===== src/rtl/scan_chain_cfg.sv =====
// Serial configuration scan chain with a shadow register, parallel status capture,
// a saturating shift counter, a sticky load-error flag and a one-cycle update strobe.
module scan_chain_cfg #(
   parameter int unsigned           WIDTH   = 16,
   parameter logic [WIDTH-1:0]      RST_VAL = {WIDTH{1'b0}},
   localparam int unsigned          CW      = $clog2(WIDTH + 1)
) (
   input  logic             SC_CLK,
   input  logic             RST,
   input  logic             SC_EN,
   input  logic             SC_DIN,
   input  logic             SC_CAPTURE,
   input  logic [WIDTH-1:0] SC_STATUS,
   input  logic             SC_LATCH,
   output logic             SC_DOUT,
   output logic [WIDTH-1:0] S,
   output logic [CW-1:0]    SC_CNT,
   output logic             SC_ERR,
   output logic             SC_UPD
);

   localparam logic [CW-1:0] CntFull = CW'(WIDTH);

   logic [WIDTH-1:0] r_shift;
   logic [WIDTH-1:0] r_shadow;
   logic [CW-1:0]    r_cnt;
   logic             r_err;
   logic             r_upd;
   logic             w_full;

   assign w_full = (r_cnt == CntFull);

   // Priority: reset, capture, latch, shift; lower requests are dropped that cycle.
   always_ff @(posedge SC_CLK) begin
      if (RST) begin
         r_shift  <= RST_VAL;
         r_shadow <= RST_VAL;
         r_cnt    <= '0;
         r_err    <= 1'b0;
         r_upd    <= 1'b0;
      end else begin
         r_upd <= 1'b0;
         if (SC_CAPTURE) begin
            r_shift <= SC_STATUS;
            r_cnt   <= '0;
         end else if (SC_LATCH) begin
            if (w_full) begin
               r_shadow <= r_shift;
               r_cnt    <= '0;
               r_err    <= 1'b0;
               r_upd    <= 1'b1;
            end else begin
               r_err <= 1'b1;
            end
         end else if (SC_EN) begin
            r_shift <= {r_shift[WIDTH-2:0], SC_DIN};
            if (!w_full) begin
               r_cnt <= r_cnt + CW'(1);
            end
         end
      end
   end

   assign SC_DOUT = r_shift[WIDTH-1];
   assign S       = r_shadow;
   assign SC_CNT  = r_cnt;
   assign SC_ERR  = r_err;
   assign SC_UPD  = r_upd;

endmodule


===== config.mk =====
export PLATFORM = sky130hd
export DESIGN_NAME = scan_chain_cfg
export DESIGN_NICKNAME = d
export VERILOG_FILES = /design/src/rtl/scan_chain_cfg.sv
export SDC_FILE = /design/constraint.sdc
export NUM_CORES = 1
export LEC_CHECK = 0
export CAP_MARGIN = 20
export CORE_ASPECT_RATIO = 1.1
export CORE_MARGIN = 5
export CORE_UTILIZATION = 49
export CTS_CLUSTER_SIZE = 8
export DETAILED_ROUTE_END_ITERATION = 16
export HOLD_SLACK_MARGIN = 0.03
export PLACE_DENSITY = 0.8
export SYNTH_ARGS = -nofsm -noshare
export SYNTH_HDL_FRONTEND = slang
export SYNTH_SLANG_ARGS = --single-unit

===== constraint.sdc =====
create_clock -name SC_CLK -period 1.99 [get_ports SC_CLK]
set_clock_uncertainty 0.05 [all_clocks]
set_input_delay 0.2985 -clock SC_CLK [delete_from_list [all_inputs] [get_ports SC_CLK]]
set_output_delay 0.2985 -clock SC_CLK [all_outputs]
set_load 0.02 [all_outputs]

==> impl_results.md, run 1 <==
* Post-synth EDFFs at 0
* Design area at approximately 2400 um^2
* Hold slack at roughly 0.42 ns
* Net Sw Frac at about a quarter
* Leading area contributor after synthesis: dfxtp_1
* GRT Util Overall at about 17%
* Largest net degree at the start of global routing at 33
* Worst-case clock buffer depth at 2
* Core Area at roughly 3700 um^2
* Post-Syn Nets at between 200 and 250
* DR iter-0 viols at 54
* Design Power at 1.49 mW
* Sw power at 0.349 mW
* Initial Util at 50.7%
* # Post-CTS Setup Buffers at 0
* Die area at a little over 5000 um^2
* DIE WIDTH at about 69 um
* Routed WL per cell at around 13 um
* Clock Power Share at around 33%
* Leakage power at 0.892 nW
* Async S/R FF share, synth at 0%
* Hold_buf cts at 0
* Worst slew margin at between 80% and 90%
* Resized cells post-CTS at 0
* Cell Area, Synth at 1850 um^2
* Top FF cell, synth: dfxtp_1
* IO Count at between 40 and 50
* Min Tclk post-route at ~1.7 ns
* Die Span Y at about 74 um
* YS warnings at 0
* Slowest CP cell: clkdlybuf4s50_1
* # diodes at 0
* CP max stage delay at roughly 0.65 ns
* Internal power at 1.14 mW
* Max-cap violations at 0
* Synthesis-to-finish area growth at 30.7%
* Via count at roughly 1400
* Pre-CTS WS at 0.234 ns
* Post-DP HPWL at 2590 um
* Vias in the first global route at between 1000 and 1500
* Worst vdd ir at approximately 0.00045 V
* Antenna violations before repair at 0
* Setup total negative slack at 0 ns
* Root Driver: clkbuf_8
* Overflow after GRT at 0
* Top cells by count, synth: dfxtp_1 (39), mux2i_1 (33), nand2b_1 (26)
* First-pass GRT wire length at approximately 6300 um
* Synth area leaders: dfxtp_1 (42%), mux2i_1 (18%), nand2b_1 (8.8%), a211oi_1 (6.5%), nor2_1 (3.6%)
* CTS tree: built
* Register share of total power at 55.4%
* DR vias/cell at about 5.1
* # DRC at 0
* CP arrival at roughly 1.4 ns
* Placed Instance Area at between 2000 and 2500 um^2
* NumNets Final at ~260
* Register bit total from synthesis at 39
* Count leader, synth: dfxtp_1
* PD cells at ~620 nW/um^2
* Final hold viol count at 0
* Synth cell types at 30
* Logic pwr share at 12.1%
* Final worst path period share at 87.0%
* Worst-Skew Late Latency at 0.29 ns
* Critical path data required time at ~1.6 ns
* Total iterations of the first detailed-routing run at 4
* Crit path kind: flop to output pin
* WL final at 3630 um
* CP Cell Sequence: clkdlybuf4s50_1
* Clock transition at the registers of the reported paths at about 0.070 ns
* Cell family with most CP delay: buffers and inverters
* Crit. End Element: output pin
* Final Max Tran Viols at 0
* Max Clock Freq at approximately 580 MHz
* Layout cells sized above 1 at between 7 and 8%
* Outcome: finished, final reports clean
* CTS Buf Count at 5
* Clk sink count at 39
* Hold WC Path Type: flop to flop
* PortBufs at between 40 and 50
* RSZ-0062 raised after global routing: no
* Startpoint types: flop
* # rows at 23
* Seq/Total Area, Yosys at a little over two fifths
* Post-synth top area share at roughly 42%
* Worst-Margin Slew at ~0.23 ns
* Cell count after synthesis at around 190
* Worst Path Buf+Inv at 1
* Critical Path Fanout Max at 6
* Setup ws final at approximately 0.26 ns
* Synthesized area per cell at approximately 10 um^2
* Final setup viols at 0
* ANT nets after route at 0
* Htree depth at 2
* Routability congestion estimate from global placement at around 0.75
[cell families after synthesis]
kind of cell	count (synthesis)	synth area share (%)
AO/OA/AOI/OAI	25	9.39
AND/OR/NAND/NOR	70	23.4
buffers and inverters	17	5.94
flip-flops	39	42.1
multiplexers	33	17.8
adder cells (fa/ha/maj)	2	1.35
[worst reg2reg max path, cell delays in order, from the launching register on]
cell and delay, ns:
dfxtp_1 0.36, inv_1 0.11, ha_1 0.22, nand4bb_4 0.17
nor3b_4 0.23, buf_4 0.26, mux2i_1 0.22
[power groups by stage]
| stage | sequential (mW) | clock [mW] | combinational (mW) |
|---|---|---|---|
| 3_3_place_gp | 0.844 | 0 | 0.180 |
| 2_1_floorplan | 0.843 | 0 | 0.105 |
| 5_1_grt | 0.831 | 0.531 | 0.199 |
| 3_5_place_dp | 0.844 | 0 | 0.182 |
| 4_1_cts | 0.827 | 0.513 | 0.183 |
| 6_report | 0.827 | 0.486 | 0.180 |
[per-layer routing]
layer / share of wire (%) / global-route usage (%)
met1: 46 / 21.0
met2: 46 / 25.7
met3: 6.5 / 6.04
met4: 0.85 / 7.28
met5: 0 / 0
[layout by cell type (no fill, tap or decap)]
cell type / instances
clkdlybuf4s50_1: 45
dfxtp_1: 39
mux2i_1: 33
nand2b_1: 26
nor2_1: 18
a211oi_1: 16
or2b_1: 9
buf_4: 7
clkbuf_8: 5
inv_1: 4
a21oi_1: 4
nand3_1: 2
o21ai_0: 2
or3_1: 2
nand2_1: 2
o32ai_1: 2
ha_1: 2
or2_2: 1
and3b_2: 1
or4_1: 1
nand4bb_4: 1
and2_2: 1
and3b_1: 1
nor2b_1: 1
nor3b_4: 1
nand4_1: 1
nand3b_1: 1
a31oi_1: 1
nor3_1: 1
clkbuf_1: 1
buf_12: 1
[flip-flops by register name, indices dropped and copies added, names as in the netlist]
name and count:
S 16, SC_UPD 1, SC_CNT 5, SC_ERR 1, r_shift 16
[per-stage QoR]
| stage | utilization (%) | cells |
|---|---|---|
| 6_report | 66.3 | 282 |
| 5_1_grt | 66.3 | 282 |
| 3_3_place_gp | 64.3 | 276 |
| 2_1_floorplan | - | 186 |
| 4_1_cts | 66.3 | 282 |
| 3_5_place_dp | 64.3 | 276 |
[worst paths after layout]
kind                            slack (ns)                    from  depth (start not counted)            endpoint
worst min register to register        0.42      S[12]$_SDFFE_PP0P_                          2  S[12]$_SDFFE_PP0P_
worst max-delay path                  0.26  SC_CNT[4]$_SDFFE_PP0P_                          1           SC_CNT[4]
worst max register to register        0.30  SC_CNT[0]$_SDFFE_PP0P_                          6   S[4]$_SDFFE_PP0P_
worst min-delay path                  0.42      S[12]$_SDFFE_PP0P_                          2  S[12]$_SDFFE_PP0P_
[final cells by class]
type,count,area [um^2]
Multi-Input combinational cell,130,968
Fill cell,318,1230
Timing Repair Buffer,53,523
Sequential cell,39,781
Inverter,4,15.0
Clock buffer,6,72.6
Tap cell,50,62.6
(Power assumes the default switching activity.)
==> inputs of run 2 (changes only) <==
--- a/config.mk
+++ b/config.mk
@@ -13,6 +13,7 @@
 export DETAILED_ROUTE_END_ITERATION = 16
 export HOLD_SLACK_MARGIN = 0.03
 export PLACE_DENSITY = 0.8
+export SLEW_MARGIN = 20
 export SYNTH_ARGS = -nofsm -noshare
 export SYNTH_HDL_FRONTEND = slang
 export SYNTH_SLANG_ARGS = --single-unit
==> results of run 2 <==
No change in the layout: final DEF, timing and power equal those of run 1.
